**src/rtl/otprom_prog_ctrl_pkg.sv**
```systemverilog
// Shared widths, FSM encoding and status codes for the OTPROM programming controller.
// The agent and the software-facing registers import the same status codes.
package otprom_prog_ctrl_pkg;
  localparam int OTP_BUS_WIDTH  = 16;
  localparam int OTP_DATA_WIDTH = 32;

  typedef enum logic [2:0] {
    S_IDLE   = 3'd0,
    S_READ   = 3'd1,
    S_CHECK  = 3'd2,
    S_BURN   = 3'd3,
    S_VRD    = 3'd4,
    S_VERIFY = 3'd5,
    S_RESP   = 3'd6
  } otp_state_e;

  localparam logic [1:0] OTP_ST_OK       = 2'b00;
  localparam logic [1:0] OTP_ST_DISABLED = 2'b01;
  localparam logic [1:0] OTP_ST_VFAIL    = 2'b10;
endpackage

```
**src/rtl/otprom_prog_ctrl_if.sv**
```systemverilog
// Request/response handshake between a burn requester (master) and the controller (slave).
interface otprom_prog_ctrl_if
  import otprom_prog_ctrl_pkg::*;
#(
  parameter int BUS_WIDTH  = OTP_BUS_WIDTH,
  parameter int DATA_WIDTH = OTP_DATA_WIDTH
);
  logic                  prog_enable;
  logic                  req_valid;
  logic                  req_ready;
  logic [BUS_WIDTH-1:0]  req_addr;
  logic [DATA_WIDTH-1:0] req_data;
  logic                  rsp_valid;
  logic [1:0]            rsp_status;
  logic [DATA_WIDTH-1:0] rsp_rdata;
  logic                  busy;

  modport master (
    output prog_enable, req_valid, req_addr, req_data,
    input  req_ready, rsp_valid, rsp_status, rsp_rdata, busy
  );
  modport slave (
    input  prog_enable, req_valid, req_addr, req_data,
    output req_ready, rsp_valid, rsp_status, rsp_rdata, busy
  );
endinterface

```
**src/rtl/otprom_burn_timer.sv**
```systemverilog
// Loadable down-counter timing one burn attempt; done marks the final write-enable cycle.
module otprom_burn_timer #(
  parameter int BURN_CYCLES = 4
) (
  input  logic clk,
  input  logic reset,
  input  logic load,
  input  logic en,
  output logic done
);
  localparam logic [3:0] LOAD_VAL = 4'(BURN_CYCLES);

  logic [3:0] cnt;

  always_ff @(posedge clk) begin
    if (reset)                 cnt <= '0;
    else if (load)             cnt <= LOAD_VAL;
    else if (en && cnt != '0)  cnt <= cnt - 4'd1;
  end

  assign done = en && (cnt == 4'd1);
endmodule

```
**src/rtl/otprom_prog_ctrl.sv**
```systemverilog
// OTPROM burn controller: read-modify-write that only sets bits, timed burn,
// readback verify with bounded retries, one status pulse per request.
module otprom_prog_ctrl
  import otprom_prog_ctrl_pkg::*;
#(
  parameter int BUS_WIDTH   = OTP_BUS_WIDTH,
  parameter int DATA_WIDTH  = OTP_DATA_WIDTH,
  parameter int BURN_CYCLES = 4,
  parameter int MAX_RETRY   = 2,
  parameter int BOOT_HOLD   = 2
) (
  input  logic                    clk,
  input  logic                    reset,
  otprom_prog_ctrl_if.slave       req_if,
  output logic [BUS_WIDTH-1:0]    m_ram_raddr,
  output logic                    m_ram_ren,
  input  logic [DATA_WIDTH-1:0]   m_ram_rdata,
  output logic [BUS_WIDTH-1:0]    m_ram_waddr,
  output logic [DATA_WIDTH-1:0]   m_ram_wdata,
  output logic [DATA_WIDTH/8-1:0] m_ram_wen
);
  localparam logic [7:0] BOOT_HOLD_C = 8'(BOOT_HOLD);
  localparam logic [1:0] MAX_RETRY_C = 2'(MAX_RETRY);

  otp_state_e            state;
  logic [7:0]            boot_cnt, boot_nxt;
  logic [BUS_WIDTH-1:0]  addr_q;
  logic [DATA_WIDTH-1:0] data_q;
  logic [1:0]            retry_q;
  logic                  need_burn, verify_ok, can_retry, boot_nxt_done;
  logic                  t_load, t_done;

  // Boot counter saturates; ready must be computed from its post-edge value.
  assign boot_nxt      = (boot_cnt == BOOT_HOLD_C) ? boot_cnt : boot_cnt + 8'd1;
  assign boot_nxt_done = (boot_nxt == BOOT_HOLD_C);

  assign need_burn = |(data_q & ~m_ram_rdata);
  assign verify_ok = ((m_ram_rdata & data_q) == data_q);
  assign can_retry = (retry_q < MAX_RETRY_C);
  assign t_load    = ((state == S_CHECK) && need_burn) ||
                     ((state == S_VERIFY) && !verify_ok && can_retry);

  otprom_burn_timer #(.BURN_CYCLES(BURN_CYCLES)) u_timer (
    .clk   (clk),
    .reset (reset),
    .load  (t_load),
    .en    (state == S_BURN),
    .done  (t_done)
  );

  always_ff @(posedge clk) begin
    if (reset) begin
      state             <= S_IDLE;
      boot_cnt          <= '0;
      addr_q            <= '0;
      data_q            <= '0;
      retry_q           <= '0;
      req_if.req_ready  <= 1'b0;
      req_if.rsp_valid  <= 1'b0;
      req_if.rsp_status <= OTP_ST_OK;
      req_if.rsp_rdata  <= '0;
      req_if.busy       <= 1'b0;
      m_ram_ren         <= 1'b0;
      m_ram_raddr       <= '0;
      m_ram_wen         <= '0;
      m_ram_waddr       <= '0;
      m_ram_wdata       <= '0;
    end else begin
      boot_cnt         <= boot_nxt;
      req_if.rsp_valid <= 1'b0;
      m_ram_ren        <= 1'b0;
      case (state)
        S_IDLE: begin
          if (req_if.req_valid && req_if.req_ready) begin
            addr_q           <= req_if.req_addr;
            data_q           <= req_if.req_data;
            retry_q          <= '0;
            req_if.req_ready <= 1'b0;
            req_if.busy      <= 1'b1;
            if (req_if.prog_enable) begin
              state       <= S_READ;
              m_ram_ren   <= 1'b1;
              m_ram_raddr <= req_if.req_addr;
            end else begin
              state             <= S_RESP;
              req_if.rsp_valid  <= 1'b1;
              req_if.rsp_status <= OTP_ST_DISABLED;
            end
          end else begin
            req_if.req_ready <= boot_nxt_done;
          end
        end
        S_READ: state <= S_CHECK;
        S_CHECK: begin
          if (need_burn) begin
            state       <= S_BURN;
            m_ram_wen   <= '1;
            m_ram_waddr <= addr_q;
            m_ram_wdata <= m_ram_rdata | data_q;
          end else begin
            state             <= S_RESP;
            req_if.rsp_valid  <= 1'b1;
            req_if.rsp_status <= OTP_ST_OK;
            req_if.rsp_rdata  <= m_ram_rdata;
          end
        end
        S_BURN: begin
          if (t_done) begin
            state       <= S_VRD;
            m_ram_wen   <= '0;
            m_ram_ren   <= 1'b1;
            m_ram_raddr <= addr_q;
          end
        end
        S_VRD: state <= S_VERIFY;
        S_VERIFY: begin
          req_if.rsp_rdata <= m_ram_rdata;
          if (verify_ok) begin
            state             <= S_RESP;
            req_if.rsp_valid  <= 1'b1;
            req_if.rsp_status <= OTP_ST_OK;
          end else if (can_retry) begin
            // Re-burn on top of what actually stuck, never clearing a set bit.
            state       <= S_BURN;
            retry_q     <= retry_q + 2'd1;
            m_ram_wen   <= '1;
            m_ram_wdata <= m_ram_rdata | data_q;
          end else begin
            state             <= S_RESP;
            req_if.rsp_valid  <= 1'b1;
            req_if.rsp_status <= OTP_ST_VFAIL;
          end
        end
        S_RESP: begin
          state            <= S_IDLE;
          req_if.busy      <= 1'b0;
          req_if.req_ready <= boot_nxt_done;
        end
        default: state <= S_IDLE;
      endcase
    end
  end
endmodule

```
**src/flat_wrapper.sv**
```systemverilog
// flat-port wrapper written by rule: the top's interface ports become plain ports
module otprom_prog_ctrl_flat import otprom_prog_ctrl_pkg::*;
#(
  parameter int BUS_WIDTH   = OTP_BUS_WIDTH,
  parameter int DATA_WIDTH  = OTP_DATA_WIDTH,
  parameter int BURN_CYCLES = 4,
  parameter int MAX_RETRY   = 2,
  parameter int BOOT_HOLD   = 2
)
  (clk, reset, m_ram_raddr, m_ram_ren, m_ram_rdata, m_ram_waddr, m_ram_wdata, m_ram_wen, req_if_prog_enable, req_if_req_valid, req_if_req_addr, req_if_req_data, req_if_req_ready, req_if_rsp_valid, req_if_rsp_status, req_if_rsp_rdata, req_if_busy);
  otprom_prog_ctrl_if #(.BUS_WIDTH(BUS_WIDTH), .DATA_WIDTH(DATA_WIDTH)) req_if_i ();
  input  logic clk;
  input  logic reset;
  output logic [BUS_WIDTH-1:0] m_ram_raddr;
  output logic m_ram_ren;
  input  logic [DATA_WIDTH-1:0] m_ram_rdata;
  output logic [BUS_WIDTH-1:0] m_ram_waddr;
  output logic [DATA_WIDTH-1:0] m_ram_wdata;
  output logic [DATA_WIDTH/8-1:0] m_ram_wen;
  input wire logic [$bits(req_if_i.prog_enable)-1:0] req_if_prog_enable;
  input wire logic [$bits(req_if_i.req_valid)-1:0] req_if_req_valid;
  input wire logic [$bits(req_if_i.req_addr)-1:0] req_if_req_addr;
  input wire logic [$bits(req_if_i.req_data)-1:0] req_if_req_data;
  output wire logic [$bits(req_if_i.req_ready)-1:0] req_if_req_ready;
  output wire logic [$bits(req_if_i.rsp_valid)-1:0] req_if_rsp_valid;
  output wire logic [$bits(req_if_i.rsp_status)-1:0] req_if_rsp_status;
  output wire logic [$bits(req_if_i.rsp_rdata)-1:0] req_if_rsp_rdata;
  output wire logic [$bits(req_if_i.busy)-1:0] req_if_busy;
  assign req_if_i.prog_enable = req_if_prog_enable;
  assign req_if_i.req_valid = req_if_req_valid;
  assign req_if_i.req_addr = req_if_req_addr;
  assign req_if_i.req_data = req_if_req_data;
  assign req_if_req_ready = req_if_i.req_ready;
  assign req_if_rsp_valid = req_if_i.rsp_valid;
  assign req_if_rsp_status = req_if_i.rsp_status;
  assign req_if_rsp_rdata = req_if_i.rsp_rdata;
  assign req_if_busy = req_if_i.busy;
  otprom_prog_ctrl #(.BUS_WIDTH(BUS_WIDTH), .DATA_WIDTH(DATA_WIDTH), .BURN_CYCLES(BURN_CYCLES), .MAX_RETRY(MAX_RETRY), .BOOT_HOLD(BOOT_HOLD)) u_core (.clk(clk), .reset(reset), .req_if(req_if_i), .m_ram_raddr(m_ram_raddr), .m_ram_ren(m_ram_ren), .m_ram_rdata(m_ram_rdata), .m_ram_waddr(m_ram_waddr), .m_ram_wdata(m_ram_wdata), .m_ram_wen(m_ram_wen));
endmodule
```
**config.mk**
```make
export PLATFORM = sky130hd
export DESIGN_NAME = otprom_prog_ctrl_flat
export DESIGN_NICKNAME = d
export VERILOG_FILES = /design/src/rtl/otprom_prog_ctrl_pkg.sv /design/src/rtl/otprom_prog_ctrl_if.sv /design/src/rtl/otprom_burn_timer.sv /design/src/rtl/otprom_prog_ctrl.sv /design/src/flat_wrapper.sv
export SDC_FILE = /design/constraint.sdc
export NUM_CORES = 1
export LEC_CHECK = 0
export CORE_MARGIN = 2
export CORE_UTILIZATION = 45
export CTS_CLUSTER_SIZE = 14
export DETAILED_ROUTE_END_ITERATION = 6
export GPL_TIMING_DRIVEN = 0
export HOLD_SLACK_MARGIN = 0.03
export PLACE_DENSITY = 0.85
export SETUP_SLACK_MARGIN = 0.15
export SLEW_MARGIN = 20
export SYNTH_ARGS = -nofsm -noshare
export SYNTH_HDL_FRONTEND = slang
export SYNTH_SLANG_ARGS = --single-unit
```
**constraint.sdc**
```tcl
create_clock -name clk -period 3.5 [get_ports clk]
set_clock_uncertainty 0.1 [all_clocks]
set_input_delay 0.875 -clock clk [delete_from_list [all_inputs] [get_ports clk]]
set_output_delay 0.875 -clock clk [all_outputs]
set_load 0.005 [all_outputs]
```
==> results of run 1 <==
[power breakdown]
| group | internal [mW] | switching [mW] | leakage [nW] | total, mW |
|---|---|---|---|---|
| Sequential | 2.06 | 0.119 | 1.36 | 2.18 |
| Clock | 1.16 | 0.854 | 0.306 | 2.02 |
| Combinational | 0.529 | 0.853 | 2.41 | 1.38 |
[worst max-delay path, stage by stage]
cell             delay, ns
clkdlybuf4s50_1       0.59
nor2b_1               0.11
a2111oi_2             0.45
nand4_1               0.47
clkbuf_1              0.40
nor3_1                0.38
o32ai_1               0.14
[worst max path at each step]
stage,start,end,slack (ns),cells after the start
3_5_place_dp,m_ram_rdata[25],u_core.retry_q[0],-0.0009,7
5_1_grt,m_ram_rdata[25],u_core.req_if.rsp_status[1],0.29,7
4_1_cts,m_ram_rdata[25],u_core.req_if.rsp_status[1],0.39,7
2_1_floorplan,m_ram_rdata[6],u_core.retry_q[0],1.09,6
6_report,m_ram_rdata[25],u_core.req_if.rsp_status[1],0.29,7
3_3_place_gp,m_ram_rdata[25],u_core.retry_q[0],0.03,7
[state kept, by name, summed over array words and instances (netlist names)]
signal	count
u_core.req_if.req_ready	1
u_core.req_if.rsp_status	2
u_core.m_ram_ren	1
u_core.m_ram_wdata	32
u_core.retry_q	2
u_core.m_ram_waddr	16
u_core.data_q	32
u_core.req_if.busy	1
u_core.addr_q	16
u_core.state	3
u_core.m_ram_wen	1
u_core.boot_cnt	8
u_core.req_if.rsp_valid	1
u_core.u_timer.cnt	4
u_core.req_if.rsp_rdata	32
u_core.m_ram_raddr	16
[Yosys cell counts (2+ instances only)]
cell type / number / area (um^2)
buf_2: 17 / 85.1
nor2b_1: 24 / 150
nand4_1: 2 / 12.5
clkbuf_1: 69 / 259
and4_1: 3 / 26.3
nand3b_1: 3 / 22.5
ha_1: 4 / 50.1
dfxtp_1: 168 / 3360
o21a_1: 2 / 15.0
inv_1: 14 / 52.6
o221ai_1: 2 / 17.5
nor3_1: 10 / 50.1
o2111ai_1: 32 / 280
nand3_1: 5 / 25.0
o21ai_0: 7 / 35.0
xor2_1: 6 / 52.6
o21ai_1: 3 / 15.0
a211oi_1: 20 / 150
o211a_1: 34 / 340
nor2_1: 101 / 379
buf_1: 3 / 11.3
a2111oi_2: 8 / 120
xnor2_1: 5 / 43.8
nand2b_1: 3 / 18.8
o311ai_1: 32 / 280
buf_4: 4 / 30.0
nor4_1: 4 / 25.0
o211ai_1: 34 / 255
nand2_1: 169 / 634
a31oi_1: 35 / 219
mux2i_1: 34 / 340
a21oi_1: 55 / 275
and3_1: 3 / 18.8
[layer usage]
| layer | up-vias | track usage [%] | share of wire [%] |
|---|---|---|---|
| met3 | 66 | 6.51 | 9.6 |
| met5 | - | 0 | 0 |
| met2 | 445 | 43.3 | 46 |
| li1 | 3783 | - | - |
| met1 | 3883 | 38.2 | 41 |
| met4 | 0 | 11.4 | 3.4 |
[layout make-up]
cell class,instances,area [um^2],area share (%)
Sequential cell,168,3360,31.8
Clock buffer,18,439,4.15
Tap cell,225,282,2.66
Buffer,93,385,3.64
Inverter,15,56.3,0.532
Timing Repair Buffer,188,1880,17.8
Multi-Input combinational cell,657,3990,37.7
Clock inverter,14,186,1.76
[per-stage QoR]
stage          worst slack [ns]  instance area (um^2)  hold slack [ns]
2_1_floorplan              1.09                  7800            0.345
3_3_place_gp             0.0276                  9960            0.345
3_5_place_dp          -0.000895                  9960            0.350
4_1_cts                   0.390                 10600            0.364
5_1_grt                   0.292                 10600            0.386
6_report                  0.288                 10600            0.361
[kinds of logic (layout without fill, tap and decap cells)]
kind of cell / after synthesis / count (layout) / share of synthesized area (%)
buf+inv: 108 / 328 / 5.66
simple gates: 334 / 334 / 18.1
xor+xnor: 11 / 11 / 1.24
compound gates: 273 / 273 / 26.7
mux: 35 / 35 / 4.51
fa+ha+maj: 4 / 4 / 0.642
flops: 168 / 168 / 43.1
==> flow_metrics.py, run 1 <==
metrics = {
    "route": {
        "routed_wl_mm": 26.1,
        "routed_via_density": 5.93,
        "ant_nets": 0,
        "wl_per_cell_um": 18.9,
        "vias": 8177,
        "first_pass_iters": 5,
        "drc": 0,
        "first_iter_violations": 968,
    },
    "finish": {
        "final_cell_mix": "188 x clkdlybuf4s50_1, 169 x nand2_1, 168 x dfxtp_1, 101 x nor2_1, 69 x clkbuf_1",
        "final_cells": 1378,
        "area_growth_pct": 35.8,
        "nNetsFinal": 1228,
        "final_util_pct": 61.9,
        "final_common_cell": "clkdlybuf4s50_1",
        "antennaDiodeCount": 0,
        "fill_cells": 1426,
        "layout-drive-gt1-share_pct": 5.90,
    },
    "synthesis": {
        "syn_nets": 1021,
        "yosysSeqAreaShare_pct": 43.1,
        "synth-edff-count": 0,
        "syn_area_um2": 7800,
        "synthesis.instances": 933,
        "ys_seq_elements": 168,
        "synth_flop_cell": "dfxtp_1",
        "async_flop_share_pct": 0,
        "yosysUniqueCellTypes": 51,
        "yosysWarnings": 0,
        "avgSynthCellArea_um2": 8.36,
    },
    "cts": {
        "cts_buffer_depth": 2,
        "clk_pin_slew_worst_paths_ns": 0.07,
        "clock_latency_ns": 0.45,
        "numCtsBuffers": 17,
        "post_cts_buffers": 0,
        "hold_buffers": 0,
        "cts_num_sinks": 168,
        "cts_resized": 0,
        "htreeDepth": 4,
        "cts_root_buf": "clkbuf_16",
        "cts_tree": "done",
    },
    "die": {
        "std_cell_rows": 48,
        "io-pin-count": 190,
        "die_w_um": 136,
        "die_height_um": 136,
        "die_area_um2": 18400,
        "core_area_um2": 17100,
        "initial_utilization_pct": 45.6,
    },
    "placed_design": {
        "place.gp.congestion": 0.947,
        "dpl.cell_count": 1346,
        "port_buffers": 188,
        "post-dp-hpwl_mm": 19.2,
    },
    "global_route": {
        "grt_use_total_pct": 28.2,
        "antenna_found_initial": 0,
        "grt_pass1_vias": 7635,
        "grt_first_pass_wirelength_mm": 40.5,
        "grt_remaining_overflow": 0,
        "grt_start_max_net_pins": 17,
    },
    "worst_setup_path": {
        "r2r_cells": 6,
        "cp-end-kind": "flop",
        "required_ns": 3.70,
        "crit_arrival_ns": 3.41,
        "path_class": "in2reg",
        "reg2reg_from": "u_core.data_q[25]",
        "r2r_slack_ns": 0.94,
        "startpoint_type": "input port",
        "critical_path.max_fanout": 10,
        "r2r_end": "u_core.req_if.rsp_status[1]",
    },
    "sta": {
        "setup_viol": 0,
        "finalCritPeriodShare_pct": 91.8,
        "rsz0062_at_grt": "no",
        "fmax_mhz": 311,
        "min_period_ns": 3.21,
        "worst_pin_slew_ns": 0.734,
        "fin_tns_setup_ns": 0,
        "drv_slew": 0,
        "hold_viol": 0,
        "slew_headroom_pct": 50.6,
    },
    "worst_hold_path": {
        "min_to": "u_core.m_ram_waddr[10]",
        "whs_path_depth": 2,
        "hp-class": "reg2reg",
        "min_from": "u_core.m_ram_waddr[10]",
    },
    "power": {
        "pwr_density_cell_nw_per_um2": 527,
        "power_mw": 5.58,
        "vdd_drop_max_uv": 399,
        "p_leak_nw": 4.07,
    },
    "run": {
        "max_cap_violations": 0,
    },
    "status": {
        "status": "finished, final reports clean",
    },
}
(Power assumes the default switching activity.)
==> run 2: changes to the inputs <==
--- a/config.mk
+++ b/config.mk
@@ -5,15 +5,16 @@
 export SDC_FILE = /design/constraint.sdc
 export NUM_CORES = 1
 export LEC_CHECK = 0
-export CORE_MARGIN = 2
+export CORE_MARGIN = 4
 export CORE_UTILIZATION = 45
 export CTS_CLUSTER_SIZE = 14
 export DETAILED_ROUTE_END_ITERATION = 6
 export GPL_TIMING_DRIVEN = 0
 export HOLD_SLACK_MARGIN = 0.03
-export PLACE_DENSITY = 0.85
+export PLACE_DENSITY = 0.84
 export SETUP_SLACK_MARGIN = 0.15
 export SLEW_MARGIN = 20
 export SYNTH_ARGS = -nofsm -noshare
 export SYNTH_HDL_FRONTEND = slang
+export SYNTH_HIERARCHICAL = 1
 export SYNTH_SLANG_ARGS = --single-unit
==> flow_metrics.py, run 2 <==
metrics = {
    "status": {
        "status": "finished, final reports clean",
    },
    "synthesis": {
        "synth.most_common_cell": "nand2_1",
        "synth_area_leaders": "dfxtp_1 41%, nand2_1 8.1%, nand3_1 4.4%, o211a_1 3.9%, o2111ai_1 3.4%",
        "async_flop_share_pct": 0,
        "yosysWarnings": 6,
        "yosysUniqueCellTypes": 59,
        "synth-edff-count": 0,
        "syn_area_um2": 8180,
        "synth_common_cells": "176 x nand2_1, 168 x dfxtp_1, 72 x nand3_1, 68 x nor2_1, 60 x clkbuf_1",
        "avgSynthCellArea_um2": 8.30,
        "yosysSeqAreaShare_pct": 41.1,
        "syn_nets": 1075,
        "ys_seq_elements": 168,
        "netlist.top_cell.by_area": "dfxtp_1",
        "synth_flop_cell": "dfxtp_1",
        "synth.top_cell.area_share_pct": 41.1,
        "synthesis.instances": 986,
    },
    "worst_setup_path": {
        "slowest_stage": "clkdlybuf4s50_1",
        "crit_cells": 9,
        "required_ns": 3.76,
        "path_class": "in2reg",
        "critical_path.max_fanout": 13,
        "crit_arrival_ns": 3.49,
        "startpoint_type": "input port",
        "critical-path-top-delay-family": "buffers and inverters",
        "cpPeakStageDelay_ns": 0.63,
        "crit_path_cell_trace": "clkdlybuf4s50_1, nor2b_1, a2111oi_4, nand4_1, o21ai_2, inv_2, buf_6, or3_1, mux2i_1",
        "crit_buf_inv": 3,
        "cp-end-kind": "flop",
        "r2r_cells": 12,
    },
    "power": {
        "pwr_density_cell_nw_per_um2": 636,
        "p_leak_nw": 4.24,
        "vdd_drop_max_uv": 469,
    },
    "sta": {
        "setup_viol": 0,
        "drv_slew": 0,
        "rsz0062_at_grt": "no",
        "fmax_mhz": 310,
        "worst_pin_slew_ns": 0.831,
        "min_period_ns": 3.23,
        "hold_slack_ns": 0.356,
        "layout_setup_ws_ns": 0.275,
        "hold_viol": 0,
        "fin_tns_setup_ns": 0,
        "slew_headroom_pct": 44.5,
        "finalCritPeriodShare_pct": 92.1,
    },
    "global_route": {
        "grt_pass1_vias": 8280,
        "grt_remaining_overflow": 0,
        "grt_first_pass_wirelength_mm": 43.5,
        "grt_start_max_net_pins": 17,
        "grt_use_total_pct": 26.9,
        "antenna_found_initial": 1,
    },
    "finish": {
        "final_cell_mix": "189 x clkdlybuf4s50_1, 176 x nand2_1, 168 x dfxtp_1, 72 x nand3_1, 68 x nor2_1",
        "final_common_cell": "clkdlybuf4s50_1",
        "fill_cells": 1518,
        "area_growth_pct": 34.0,
        "top_regs": "u_core/data_q x32, u_core/m_ram_wdata x32, u_core/req_if.rsp_rdata x32",
        "nNetsFinal": 1283,
        "layout-drive-gt1-share_pct": 7.21,
    },
    "die": {
        "die_height_um": 143,
        "die_area_um2": 20400,
        "io-pin-count": 190,
        "core_area_um2": 17900,
        "initial_utilization_pct": 45.7,
        "die_w_um": 143,
        "std_cell_rows": 49,
    },
    "cts": {
        "htreeDepth": 4,
        "cts_root_buf": "clkbuf_16",
        "hold_buffers": 0,
        "clk_pin_slew_worst_paths_ns": 0.07,
        "cts_num_sinks": 168,
        "clock_latency_ns": 0.43,
        "cts_tree": "done",
        "cts_buffer_depth": 2,
        "post_cts_buffers": 0,
        "numCtsBuffers": 17,
    },
    "placed_design": {
        "post-dp-hpwl_mm": 20.5,
        "port_buffers": 189,
        "post-place-ws_ns": -0.0478,
        "place.gp.congestion": 0.924,
    },
    "route": {
        "routed_wl_mm": 27.9,
        "vias": 8627,
        "ant_nets": 0,
        "drc": 0,
        "wl_per_cell_um": 19.4,
        "first_iter_violations": 1105,
        "routed_via_density": 6.00,
        "first_pass_iters": 6,
    },
    "run": {
        "max_cap_violations": 0,
    },
    "worst_hold_path": {
        "hp-class": "reg2reg",
        "whs_path_depth": 2,
    },
}
[run 2: cell types whose count changed in the layout (fill, tap and decap cells not counted), moves of 8 or more]
| cell | change |
|---|---|
| a2111oi_4 | +8 |
| a211oi_1 | -19 |
| a311oi_1 | +16 |
| and3_1 | +24 |
| buf_2 | +11 |
| clkbuf_1 | -8 |
| mux2i_1 | -15 |
| nand3_1 | +67 |
| nor2_1 | -33 |
| nor3_1 | +9 |
| nor3b_1 | +25 |
| o311ai_1 | -32 |
[run 2: layer usage]
layer  vias to the layer above  GRT usage [%]  part of all wire [%]
met3                        77           6.90                    11
li1                       3973              -                     -
met1                      4057           35.0                    40
met2                       520           42.3                    46
met4                         0           11.5                   3.4
met5                         -              0                     0
[run 2: kinds of logic (layout without fill, tap and decap cells)]
logic type	after synthesis	count (layout)	share of synthesized area (%)
compound gates	238	238	23.7
other cells	0	1	0
fa+ha+maj	5	5	0.765
simple gates	430	430	24.7
buf+inv	115	336	6.30
xor+xnor	11	11	1.18
flops	168	168	41.1
mux	19	19	2.32
[run 2: where the power goes]
part	switching (mW)	leakage (nW)	internal [mW]	total [mW]
registers	0.259	1.36	2.21	2.47
clock network	0.817	0.282	1.08	1.90
logic	1.59	2.61	1.01	2.61
total	2.67	4.24	4.30	6.97
[run 2: metrics by stage]
stage | util (%) | instance area (um^2) | std cells | power (mW)
floorplan | - | 8180 | 986 | 3.94
global placement | 57.9 | 10400 | 1404 | 4.95
detailed placement | 57.9 | 10400 | 1404 | 5.02
CTS | 61.1 | 10900 | 1436 | 6.90
global route | 61.2 | 11000 | 1437 | 7.27
finish | 61.2 | 11000 | 1437 | 6.97
[run 2: cell type report]
cell class | instances | area [um^2] | area share [%]
Buffer | 98 | 452 | 4.12
Antenna cell | 1 | 2.50 | 0.0228
Tap cell | 229 | 287 | 2.61
Timing Repair Buffer | 189 | 1890 | 17.3
Inverter | 17 | 63.8 | 0.582
Clock buffer | 19 | 443 | 4.04
Clock inverter | 13 | 144 | 1.31
Sequential cell | 168 | 3360 | 30.7
Multi-Input combinational cell | 703 | 4310 | 39.4
[run 2: repair_timing]
action,CTS,global route
endpoints found under the hold margin,0,0
resized for setup,0,2
setup endpoints to repair,0,14
[run 2: path summary, 6_finish.rpt]
| check | slack [ns] | end | startpoint |
|---|---|---|---|
| setup / recovery | 0.27 | u_core/u_timer/cnt[3] | m_ram_rdata[7] |
| hold / removal | 0.36 | u_core/m_ram_waddr[6] | u_core/m_ram_waddr[6] |
| setup reg to reg | 0.39 | u_core/m_ram_raddr[9] | u_core/state[0] |
| hold reg to reg | 0.36 | u_core/m_ram_waddr[6] | u_core/m_ram_waddr[6] |
[run 2: worst register-to-register path: stages, from the launching register on]
cell      delay (ns)
dfxtp_1         0.38
buf_4           0.20
nand2_1         0.06
or2_2           0.26
buf_2           0.19
clkinv_1        0.16
buf_4           0.25
nand2_1         0.12
nor3_4          0.22
nand3_1         0.17
a21oi_2         0.25
clkbuf_1        0.42
a311oi_1        0.18
